<file path="config.mk">
export PLATFORM = sky130hd
export DESIGN_NAME = tmr_tick_gen
export DESIGN_NICKNAME = d
export VERILOG_FILES = /design/src/rtl/tmr_tick_gen.sv
export SDC_FILE = /design/constraint.sdc
export NUM_CORES = 1
export LEC_CHECK = 0
export ABC_CLOCK_PERIOD_IN_PS = 2850
export BUFFER_PORTS_ARGS = -buffer_cell sky130_fd_sc_hd__buf_2
export CAP_MARGIN = 20
export CORE_AREA = 2 2 82 60
export CTS_CLUSTER_SIZE = 12
export DETAILED_ROUTE_END_ITERATION = 8
export DIE_AREA = 0 0 84 62
export PLACE_DENSITY = 0.79
export SYNTH_ARGS = -nofsm -noshare
export SYNTH_HDL_FRONTEND = slang
export SYNTH_SLANG_ARGS = --single-unit
</file>
<file path="constraint.sdc">
create_clock -name clk -period 2.85 [get_ports clk]
set_input_delay 0.4275 -clock clk [delete_from_list [all_inputs] [get_ports clk]]
set_output_delay 0.4275 -clock clk [all_outputs]
set_load 0.02 [all_outputs]
</file>
<file path="src/rtl/tmr_tick_gen.sv">
// tmr_tick_gen
// ------------
// Triple-modular-redundant tick generator. It keeps three copies of a W-bit
// prescaler and three copies of a W-bit divisor. Each cycle the copies are
// reduced to voted values (pv, dv) by a bitwise 2-of-3 majority. All
// next-state decisions use only the voted values. All three copies are then
// rewritten from the voted next value, so a single upset copy is scrubbed
// within one cycle and cannot change tick timing.
//
// With run held high, tick pulses once every dv+1 cycles. A verification-only
// injection port can XOR a mask into one prescaler copy. Any disagreement
// between the copies is flagged one cycle later on mismatch and counted in a
// saturating error counter.
//
// Ports
//   clk       in   sole clock, rising edge
//   rst_n     in   synchronous active-low reset
//   run       in   prescaler advance enable
//   load      in   latch div and restart the prescaler (overrides run)
//   div       in   W  tick period minus one, sampled only when load=1
//   inj_en    in   fault-injection strobe
//   inj_sel   in   2  prescaler copy to corrupt (3 = none)
//   inj_mask  in   W  XOR mask applied to the selected copy
//   err_clr   in   clear err_cnt (wins over a simultaneous detection)
//   tick      out  registered one-cycle tick pulse
//   mismatch  out  registered: copies disagreed on the previous cycle
//   err_cnt   out  ECNT_W saturating count of mismatch cycles

module tmr_tick_gen #(
  parameter int W       = 8,
  parameter int ECNT_W  = 4,
  parameter int DIV_RST = 9
) (
  input  logic              clk,
  input  logic              rst_n,
  input  logic              run,
  input  logic              load,
  input  logic [W-1:0]      div,
  input  logic              inj_en,
  input  logic [1:0]        inj_sel,
  input  logic [W-1:0]      inj_mask,
  input  logic              err_clr,
  output logic              tick,
  output logic              mismatch,
  output logic [ECNT_W-1:0] err_cnt
);

  localparam logic [W-1:0]      DIV_RST_V = W'(DIV_RST);
  localparam logic [ECNT_W-1:0] ERR_MAX   = '1;

  // Redundant state copies
  logic [W-1:0] p_cp [3];
  logic [W-1:0] d_cp [3];

  // Voted values and next-state terms
  logic [W-1:0]      pv;
  logic [W-1:0]      dv;
  logic [W-1:0]      p_nxt;
  logic [W-1:0]      d_nxt;
  logic              tick_nxt;
  logic [W-1:0]      p_wr [3];
  logic              mm_det;
  logic [ECNT_W-1:0] err_nxt;

  // Bitwise 2-of-3 majority. One bad copy is always outvoted.
  always_comb begin
    pv = (p_cp[0] & p_cp[1]) | (p_cp[0] & p_cp[2]) | (p_cp[1] & p_cp[2]);
    dv = (d_cp[0] & d_cp[1]) | (d_cp[0] & d_cp[2]) | (d_cp[1] & d_cp[2]);
  end

  // Next-state decision from voted values only: load beats run beats hold.
  // The ">=" compare is defensive. Load zeroes the prescaler, so pv cannot
  // normally exceed dv, and pv+1 therefore cannot overflow.
  always_comb begin
    p_nxt    = pv;
    d_nxt    = dv;
    tick_nxt = 1'b0;
    if (load) begin
      d_nxt = div;
      p_nxt = '0;
    end else if (run) begin
      if (pv >= dv) begin
        p_nxt    = '0;
        tick_nxt = 1'b1;
      end else begin
        p_nxt = pv + 1'b1;
      end
    end
  end

  // Every prescaler copy gets the voted next value. The copy selected by
  // the injection port gets that value XOR the mask instead.
  always_comb begin
    for (int i = 0; i < 3; i++) begin
      p_wr[i] = p_nxt;
      if (inj_en && (inj_sel == 2'(i))) begin
        p_wr[i] = p_nxt ^ inj_mask;
      end
    end
  end

  // Disagreement detection this cycle. err_nxt feeds the counter on the
  // same edge that registers mismatch.
  always_comb begin
    mm_det = 1'b0;
    for (int i = 0; i < 3; i++) begin
      if ((p_cp[i] != pv) || (d_cp[i] != dv)) begin
        mm_det = 1'b1;
      end
    end
    err_nxt = err_cnt;
    if (err_clr) begin
      err_nxt = '0;
    end else if (mm_det && (err_cnt != ERR_MAX)) begin
      err_nxt = err_cnt + 1'b1;
    end
  end

  // State register. Reset overrides load, run, injection and err_clr.
  always_ff @(posedge clk) begin
    if (!rst_n) begin
      for (int i = 0; i < 3; i++) begin
        p_cp[i] <= '0;
        d_cp[i] <= DIV_RST_V;
      end
      tick     <= 1'b0;
      mismatch <= 1'b0;
      err_cnt  <= '0;
    end else begin
      for (int i = 0; i < 3; i++) begin
        p_cp[i] <= p_wr[i];
        d_cp[i] <= d_nxt;
      end
      tick     <= tick_nxt;
      mismatch <= mm_det;
      err_cnt  <= err_nxt;
    end
  end

endmodule

</file>
==> impl_results.md, run 1 <==
- Clock latency on the worst-skew pair: 0.29 ns
- Number of global-route vias before repair: between 1,500 and 2,000
- Leak pwr: roughly 1.2 nW
- Primary flip-flop cell chosen by synthesis mapping: dfxtp_1
- Largest net degree at the start of global routing: 36
- Pins over their slew limit: 0
- Dominant cells by area after synthesis: dfxtp_1 30%, mux2i_1 8.4%, nand2_1 7.5%
- Synthesis warning total: 0
- Number of buffers created by CTS: 5
- Endpoint type of the worst setup path: register
- Count of state elements after synthesis: 38
- Number of hold buffers added after CTS: 0
- Routed via count: about 2,200
- Effective utilization at floorplan: a little over half
- Type of the worst setup path: register to register
- DRC Markers: 0
- First-pass DRT Iterations: 4
- Syn-to-layout area delta: 13.0%
- Antenna cell count: 0
- Stage delay of the slowest cell on the critical path: ~0.44 ns
- Final setup violation count: 0
- Final GP Congestion: just under 0.8
- Final total negative setup slack: 0 ns
- Netlist cell types: 48
- Estimated wirelength of the detail-placed design: just under 4000 um
- Status: finished, final reports clean
- Slew @ Worst Pin: 0.710 ns
- Average wire per cell in the routed design: 14.1 um
- Worst endpoint required time: a little over 3 ns
- Number of antenna violations at the first check in global routing: 0
- Worst vdd ir: slightly below 0.0003 V
- All-Layer GR Usage: 21.8%
- Count of flip-flops with a built-in enable after synthesis: 0
- Crit path max-delay cell type: maj3_1
- Starting DRT DRC Count: approximately 140
- Max_slew headroom: a little over half
- Pre-CTS setup slack: ~0.33 ns
- Synth async-reset ratio: 0%
- Quantity of gates resized following cts: 0
- Hold depth: 3
- Fin nets: approximately 360
- Die ar.: 5210 um2
- # rows: 21
- Clock-pin slew on the worst setup and hold paths: approximately 0.08 ns
- Clock tree from TritonCTS: done
- Antenna-violating nets left: 0
- Clock tree buffer depth: 2
- Final period utilization: roughly nine tenths
- Cell Pwr Density: approximately 470 nW/um2
- Startpoint types: register
- Fraction of post-synthesis cell area in the top cell type by area: a little under a third
- Arrival @ worst endpoint: roughly 2.8 ns
- Clk_skew: 0.00697 ns
- Area of the mapped netlist: 2490 um2
- Top cell type by total area after synthesis: dfxtp_1
- Root Buffer Master: clkbuf_8
- Post-synthesis sequential area ratio: 30.5%
- Share of post-route cells with drive strength above 1: approximately a fifth
- Overall overflow remaining after global route: 0
- Setup repair bufs after CTS: 0
- Critical-path cell list: maj3_1, ha_1, a41oi_1, o221a_1, a21boi_4, buf_4, nand3_1, a21oi_2
- Horizontal die dimension: 84 um
- Setup slack of the critical path after layout: between 0.2 and 0.3 ns
- H-Tree Level Count: 2
- Period minus WS final: ~2.6 ns
- Count of buffers from port buffering: 29
- Boundary pin count: 30
- Drt total wl: roughly 5500 um
- Class of the tightest hold or removal check: primary input to register
- Number of max-cap violations: 0
- RSZ-0062 raised after global routing: no
- Filler instances: around 400
- Count of endpoints failing hold in the final timing report: 0
- Routed via count divided by cell count: 5.68
- Gate count after technology mapping: 304
- Area of the placeable core: 4550 um2
- Critical Path Fanout Max: 14
- Maximum clock rate: ~0.4 GHz
- DIE HEIGHT: 62 um
- Number of cells on the worst reg-to-reg path: 8
- Mapped Nets: around 340
- Wire length of the first global-routing pass: slightly below 9000 um
- Mean post-synth cell area: roughly 8.2 um2
- Clock sinks: 38
placed cells by master (no fill, tap or decap), types with 4 or more instances in the layout:
cell      netlist  layout
nand2_1        50      50
inv_1          12      12
nor3_1         10      10
nand4_1         6       6
a21oi_1        11      11
a21o_1         11      11
maj3_1          5       5
o211ai_1        4       4
clkbuf_8        0       6
buf_4           0       5
buf_2           4      29
o21ai_0         5       5
xnor2_1        10      10
a21oi_2         8       8
dfxtp_1        38      38
a221oi_1        4       4
nor2_1         16      16
mux2i_1        21      21
nand3_1        27      27
o21a_1          5       5
ha_1           10      10
stage by stage:
step | util, % | instances | power (mW) | hold slack (ns) | instance area [um2]
final | 62.0 | 387 | 1.31 | 0.347 | 2820
after global routing | 62.0 | 387 | 1.36 | 0.349 | 2820
after CTS | 62.0 | 387 | 1.31 | 0.348 | 2820
after detailed placement | 58.9 | 379 | 0.752 | 0.478 | 2680
after global placement | 58.9 | 379 | 0.746 | 0.471 | 2680
after floorplan | - | 304 | 0.699 | 0.449 | 2490
critical path: cells and delay by family, from the launching register on:
| kind | cells | cell delay (ns) |
|---|---|---|
| DFF | 1 | 0.35 |
| and+or+nand+nor | 1 | 0.10 |
| AOI/OAI and AO/OA | 4 | 1.02 |
| buffers and inverters | 1 | 0.25 |
| adders and majority gates | 2 | 0.77 |
per-layer routing:
layer	vias to the layer above	wire length (um)	global-route usage (%)
li1	1145	-	-
met1	988	2580	29.3
met2	54	2410	36.1
met3	10	404	4.76
met4	0	84	6.45
met5	-	0	0
logic make-up (layout without fill, tap and decap cells):
kind of cell,Yosys count,in the layout,share of synthesized area [%]
and+or+nand+nor,123,123,24.3
buffers and inverters,29,55,4.86
adders and majority gates,17,17,8.12
DFF,38,38,30.5
muxes,21,21,8.43
xor gates and xnor gates,10,10,3.51
AOI/OAI and AO/OA,66,66,20.3
synth_stat cells, drive strengths merged, types with 7 or more instances:
library cell	instances
dfxtp	38
nand2	51
inv	13
mux2i	21
a21o	12
o21ai	7
xnor2	10
maj3	7
nand3	27
nor3	11
a21oi	19
nor2	16
clkbuf	10
ha	10
nand4	8
registers in the layout (all words and copies together), names as in the netlist:
signal    count
p_cp         24
d_cp          8
err_cnt       4
mismatch      1
tick          1
power breakdown:
group          switching [mW]  total, mW  leakage (nW)  internal (mW)
registers              0.0147      0.565         0.310          0.551
logic                   0.108      0.176         0.850         0.0687
clock network           0.197      0.570        0.0714          0.373
final timing paths:
path	from	endpoint	slack, ns
min reg2reg	d_cp[0][19]$_SDFFE_PN1P_	d_cp[0][19]$_SDFFE_PN1P_	0.50
max reg2reg	p_cp[0][21]$_SDFF_PN0_	p_cp[0][18]$_SDFF_PN0_	0.29
max	p_cp[0][21]$_SDFF_PN0_	p_cp[0][18]$_SDFF_PN0_	0.29
min	div[0]	d_cp[0][16]$_SDFFE_PN1P_	0.35
cell type report:
cell class | count | area (um2) | area share [%]
multi-input cells | 237 | 1610 | 57.2
flip-flops and latches | 38 | 761 | 27.0
repair buffers | 34 | 183 | 6.48
clock buffers | 6 | 82.6 | 2.93
well taps | 57 | 71.3 | 2.53
clock inverters | 2 | 60.1 | 2.13
inverters | 13 | 48.8 | 1.73
Power figures use the tool's default switching activity.
==> inputs of run 2 (changes only) <==
--- a/config.mk
+++ b/config.mk
@@ -6,13 +6,13 @@
 export NUM_CORES = 1
 export LEC_CHECK = 0
 export ABC_CLOCK_PERIOD_IN_PS = 2850
-export BUFFER_PORTS_ARGS = -buffer_cell sky130_fd_sc_hd__buf_2
+export BUFFER_PORTS_ARGS = -buffer_cell sky130_fd_sc_hd__clkbuf_2
 export CAP_MARGIN = 20
 export CORE_AREA = 2 2 82 60
 export CTS_CLUSTER_SIZE = 12
 export DETAILED_ROUTE_END_ITERATION = 8
 export DIE_AREA = 0 0 84 62
-export PLACE_DENSITY = 0.79
+export PLACE_DENSITY_LB_ADDON = 0.3
 export SYNTH_ARGS = -nofsm -noshare
 export SYNTH_HDL_FRONTEND = slang
 export SYNTH_SLANG_ARGS = --single-unit
==> run 2 against run 1 <==
Sequential power about the same. Clock-buffer cell count unchanged. Non-clock buffer count up 1. Combinational power about the same. Largest power group is now sequential cells. Sequential share of layout area up 0.39 points. Wire length down 3.5%. Final area down 1.4%. Die area unchanged. Core utilization down 0.88 points. First-iteration DRC count down 16%. Largest cell class unchanged. Global-route usage down 0.27 points. Clock power down 33%.
==> impl_results.md, run 2 (synthesis gave the netlist of run 1 again) <==
- Status: finished, final reports clean
- Clock tree from TritonCTS: done
- Slew @ Worst Pin: between 0.6 and 0.7 ns
- Starting DRT DRC Count: between 100 and 150
- Final total negative setup slack: 0 ns
- Final period utilization: between 90% and 100%
- Pins over their slew limit: 0
- Number of max-cap violations: 0
- Worst endpoint required time: roughly 3.0 ns
- Routed via count: around 2,200
- Effective utilization at floorplan: 54.9%
- First-pass DRT Iterations: 5
- Estimated wirelength of the detail-placed design: between 4000 and 5000 um
- Average wire per cell in the routed design: 13.6 um
- DIE HEIGHT: just over 60 um
- Fin nets: between 300 and 400
- Most common library cell in the layout ignoring fill and taps: nand2_1
- Count of placed standard cells including taps: 380
- Cell Pwr Density: around 400 nW/um2
- Stage delay of the slowest cell on the critical path: approximately 0.45 ns
- Max_slew headroom: between 50% and 60%
- Horizontal die dimension: 84 um
- DRC Markers: 0
- Routed via count divided by cell count: 5.62
- Number of global-route vias before repair: about 1,900
- Number of hold buffers added after CTS: 0
- Final GP Congestion: 0.842
- Area of the placeable core: roughly 4500 um2
- Clock tree buffer depth: 2
- Max FFs per register: 24
- Clock latency on the worst-skew pair: roughly 0.29 ns
- Switching part of the total power: 27.7%
- Maximum clock rate: a little under 0.4 GHz
- Quantity of gates resized following cts: 0
- RSZ-0062 raised after global routing: no
- Critical Path Fanout Max: 17
- Clk pwr share: 34.1%
- Critical-path cell list: maj3_1, ha_1, a41oi_1, o221a_1, a21boi_4, buf_4, a21o_1, a21oi_2
- Wire length of the first global-routing pass: roughly 8700 um
- Antenna-violating nets left: 0
- Leak pwr: 1.21 nW
- Count of endpoints failing hold in the final timing report: 0
- All-Layer GR Usage: roughly 21%
- Count of buffers from port buffering: 29
- Syn-to-layout area delta: 11.4%
- Clock sinks: 38
- Setup repair bufs after CTS: 0
- Boundary pin count: 30
- Overall power: 1.13 mW
- Crit path max-delay cell type: a21boi_4
- # rows: 21
- Overall overflow remaining after global route: 0
- Power dissipated by switching net loads: between 0.3 and 0.4 mW
- Root Buffer Master: clkbuf_8
- Endpoint type of the worst setup path: register
- Period minus WS final: between 2 and 3 ns
- Clock-pin slew on the worst setup and hold paths: 0.08 ns
- Combinational share of power: 15.8%
- Internal power of the cells: 0.814 mW
- Class of the tightest hold or removal check: primary input to register
- Startpoint types: register
- Final setup violation count: 0
- Flop pwr share: between 50 and 60%
- Arrival @ worst endpoint: 2.74 ns
- Leading cell types in the layout, fill and taps excluded: 50 x nand2_1, 38 x dfxtp_1, 29 x clkbuf_2
- Number of buffers created by CTS: 5
- Antenna cell count: 0
- Type of the worst setup path: register to register
- Clk_skew: between 0.01 and 0.015 ns
- Die ar.: ~5200 um2
- Share of post-route cells with drive strength above 1: 19.3%
- Number of antenna violations at the first check in global routing: 0
- H-Tree Level Count: 2
- Register bank with the most flops: p_cp
- Largest regs: p_cp x24, d_cp x8, err_cnt x4
- Drt total wl: between 5000 and 6000 um
- Final standard cell count with taps included and fillers excluded: 388
- Worst vdd ir: around 0.00024 V
- Largest net degree at the start of global routing: 36
-- run 2: cell count changes in the layout (fill, tap and decap cells not counted), sizes merged --
cell      change
clkinv        +1
clkinvlp      +1
buf          -28
bufinv        -2
clkbuf       +29
-- run 2: final cells by class --
cell class                      instances  area (um2)
Sequential cell                        38         761
Clock buffer                            6        82.6
Inverter                               13        48.8
Fill cell                             423        1770
Clock inverter                          2        12.5
Tap cell                               57        71.3
Timing Repair Buffer                   35         190
Multi-Input combinational cell        237        1610
-- run 2: power groups by stage --
stage	clock network [mW]	logic, mW	registers, mW
3_3_place_gp	0	0.172	0.576
3_5_place_dp	0	0.176	0.577
6_report	0.384	0.177	0.565
4_1_cts	0.390	0.176	0.565
5_1_grt	0.412	0.197	0.567
2_1_floorplan	0	0.119	0.580
-- run 2: worst paths after layout --
path              slack (ns)                  endpoint                     start  cells past startpoint
setup / recovery        0.26    p_cp[0][16]$_SDFF_PN0_    p_cp[0][21]$_SDFF_PN0_                      8
hold / removal          0.35  d_cp[0][19]$_SDFFE_PN1P_                    div[3]                      3
setup reg to reg        0.26    p_cp[0][16]$_SDFF_PN0_    p_cp[0][21]$_SDFF_PN0_                      8
hold reg to reg         0.49  d_cp[0][16]$_SDFFE_PN1P_  d_cp[0][16]$_SDFFE_PN1P_                      2
-- run 2: per-stage QoR --
step           cell area, um2  util (%)  worst slack [ns]  hold slack (ns)
2_1_floorplan            2490         -             0.490            0.449
3_3_place_gp             2680      59.0             0.344            0.470
3_5_place_dp             2680      59.0             0.296            0.468
4_1_cts                  2780      61.1             0.283            0.339
5_1_grt                  2780      61.1            0.0244            0.350
6_report                 2780      61.1             0.260            0.345
-- run 2: worst max-delay path, delay by kind of cell, from the launching register on --
kind	cells	cell delay [ns]
fa+ha+maj	2	0.76
compound gates	5	1.12
buf+inv	1	0.25
flops	1	0.34
-- run 2: routing by layer --
metal / track usage, % / part of all wire [%] / up-vias
met5: 0 / 0 / -
li1: - / - / 1142
met4: 8.06 / 1.1 / 0
met1: 29.8 / 53 / 982
met3: 3.57 / 3.5 / 5
met2: 34.5 / 43 / 53
==> inputs of run 3 (changes only) <==
--- a/config.mk
+++ b/config.mk
@@ -5,13 +5,12 @@
 export SDC_FILE = /design/constraint.sdc
 export NUM_CORES = 1
 export LEC_CHECK = 0
-export ABC_CLOCK_PERIOD_IN_PS = 2850
 export BUFFER_PORTS_ARGS = -buffer_cell sky130_fd_sc_hd__clkbuf_2
 export CAP_MARGIN = 20
-export CORE_AREA = 2 2 82 60
+export CORE_AREA = 10 10 90 68
 export CTS_CLUSTER_SIZE = 12
 export DETAILED_ROUTE_END_ITERATION = 8
-export DIE_AREA = 0 0 84 62
+export DIE_AREA = 0 0 100 78
 export PLACE_DENSITY_LB_ADDON = 0.3
 export SYNTH_ARGS = -nofsm -noshare
 export SYNTH_HDL_FRONTEND = slang
==> run 3 against run 2 <==
Critical path depth unchanged. Final area decreased by 0.72%. Via count increased by 2.1%. Worst setup slack improved by 0.022 ns. Largest power group unchanged.
==> impl_results.md, run 3 (synthesis gave the netlist of run 1 again) <==
- Drt total wl: about 5600 um
- Startpoint types: register
- Most common library cell in the layout ignoring fill and taps: nand2_1
- Starting DRT DRC Count: between 100 and 150
- Arrival @ worst endpoint: ~2.8 ns
- Largest net degree at the start of global routing: 37
- Average wire per cell in the routed design: roughly 14 um
- Share of post-route cells with drive strength above 1: between 10% and 20%
- H-Tree Level Count: 2
- Fin nets: approximately 360
- Final total negative setup slack: 0 ns
- Number of max-cap violations: 0
- Number of global-route vias before repair: around 2,200
- Boundary pin count: 30
- Largest regs: p_cp x24, d_cp x8, err_cnt x4
- Antenna-violating nets left: 0
- Final GP Congestion: between 0.8 and 0.9
- Status: finished, final reports clean
- Number of buffers created by CTS: 5
- Endpoint type of the worst setup path: register
- Class of the tightest hold or removal check: primary input to register
- DRC Markers: 0
- Leak pwr: between 1 and 1.5 nW
- Die ar.: between 7000 and 8000 um2
- CP Buf/Inv Count: 1
- Clock tree from TritonCTS: done
- GR met1 Demand/Resource: 19.3%
- Quantity of gates resized following cts: 0
- Routed via count: 2,228
- Syn-to-layout area delta: 10.6%
- Maximum clock rate: around 0.4 GHz
- Wire length of the first global-routing pass: between 9000 and 10,000 um
- Crit path max-delay cell type: maj3_1
- Worst vdd ir: between 0.0002 and 0.0003 V
- RSZ-0062 raised after global routing: no
- Clock latency on the worst-skew pair: between 0.2 and 0.3 ns
- Clock-pin slew on the worst setup and hold paths: about 0.07 ns
- Max_slew headroom: 46.2%
- Routed via count divided by cell count: 5.79
- Count of endpoints failing hold in the final timing report: 0
- Dominant delay contributor by cell family on the critical path: compound AO/OA/AOI/OAI gates
- Reg-to-reg setup timing slack: 0.28 ns
- Max FFs per register: 24
- Pins over their slew limit: 0
- Count of buffers from port buffering: 29
- M3 GR Usage: under 10%
- Leading cell types in the layout, fill and taps excluded: 50 x nand2_1, 38 x dfxtp_1, 29 x clkbuf_2
- Clock sinks: 38
- Stage delay of the slowest cell on the critical path: about 0.45 ns
- Setup repair bufs after CTS: 0
- Grt met2 use: about a quarter
- DIE HEIGHT: between 70 and 80 um
- All-Layer GR Usage: 14.7%
- Area of the placeable core: roughly 4500 um2
- First-pass DRT Iterations: 4
- Type of the worst setup path: register to register
- Root Buffer Master: clkbuf_8
- Final period utilization: between 90% and 100%
- Horizontal die dimension: roughly 100 um
- Final standard cell count with taps included and fillers excluded: roughly 390
- Effective utilization at floorplan: around 55%
- Clk_skew: ~0.0019 ns
- Slew @ Worst Pin: between 0.8 and 0.9 ns
- Number of hold buffers added after CTS: 0
- Overall power: between 1 and 1.5 mW
- Overall overflow remaining after global route: 0
- Highest-utilization routing layer at the global route stage: met2
- Antenna cell count: 0
- Critical-path cell list: maj3_1, ha_1, a41oi_1, o221a_1, a21boi_4, buf_4, nand3_1, a21oi_2
- Number of antenna violations at the first check in global routing: 0
- # rows: 21
- Hold slack final: approximately 0.37 ns
- Clock tree buffer depth: 2
- Worst endpoint required time: ~3.1 ns
- Critical Path Fanout Max: 15
- Estimated wirelength of the detail-placed design: 4340 um
- Register bank with the most flops: p_cp
- Cell Pwr Density: 398 nW/um2
- Period minus WS final: between 2 and 3 ns
- Final setup violation count: 0
- Count of placed standard cells including taps: between 300 and 400
==> run 3: path summary, 6_finish.rpt <==
| path | from | end | depth (start not counted) |
|---|---|---|---|
| worst max-delay path | p_cp[0][21]$_SDFF_PN0_ | p_cp[0][0]$_SDFF_PN0_ | 8 |
| worst min-delay path | div[3] | d_cp[0][19]$_SDFFE_PN1P_ | 3 |
| worst max register to register | p_cp[0][21]$_SDFF_PN0_ | p_cp[0][0]$_SDFF_PN0_ | 8 |
| worst min register to register | err_cnt[1]$_SDFFE_PP0P_ | err_cnt[1]$_SDFFE_PP0P_ | 2 |
==> run 3: per-layer routing <==
metal,vias to the layer above,share of wire (%)
met5,-,0
met4,0,0.68
met3,4,4.2
met2,52,46
met1,1031,49
li1,1141,-
==> run 3: stage by stage <==
step           utilization, %  worst slack (ns)  area (um2)
6_report                 60.7             0.281        2760
5_1_grt                  60.7            0.0730        2760
4_1_cts                  60.7             0.270        2760
3_5_place_dp             58.9             0.286        2680
3_3_place_gp             58.9             0.455        2680
2_1_floorplan               -             0.490        2490
==> run 3: final cells by class <==
cell class / instances / area, um2
multi-input cells: 237 / 1610
inverters: 13 / 48.8
flip-flops and latches: 38 / 761
repair buffers: 34 / 183
clock buffers: 6 / 82.6
fillers: 408 / 1790
well taps: 57 / 71.3
==> run 3: tightest hold or removal path, cell delays in order <==
cell	delay [ns]
clkbuf_2	0.07
nand2_1	0.05
o211ai_1	0.06
==> run 3: where the power goes <==
group          leakage (nW)  switching (mW)  internal (mW)
clock                0.0431           0.172          0.186
sequential            0.310          0.0141          0.551
combinational         0.851           0.107         0.0683
total                  1.20           0.294          0.806
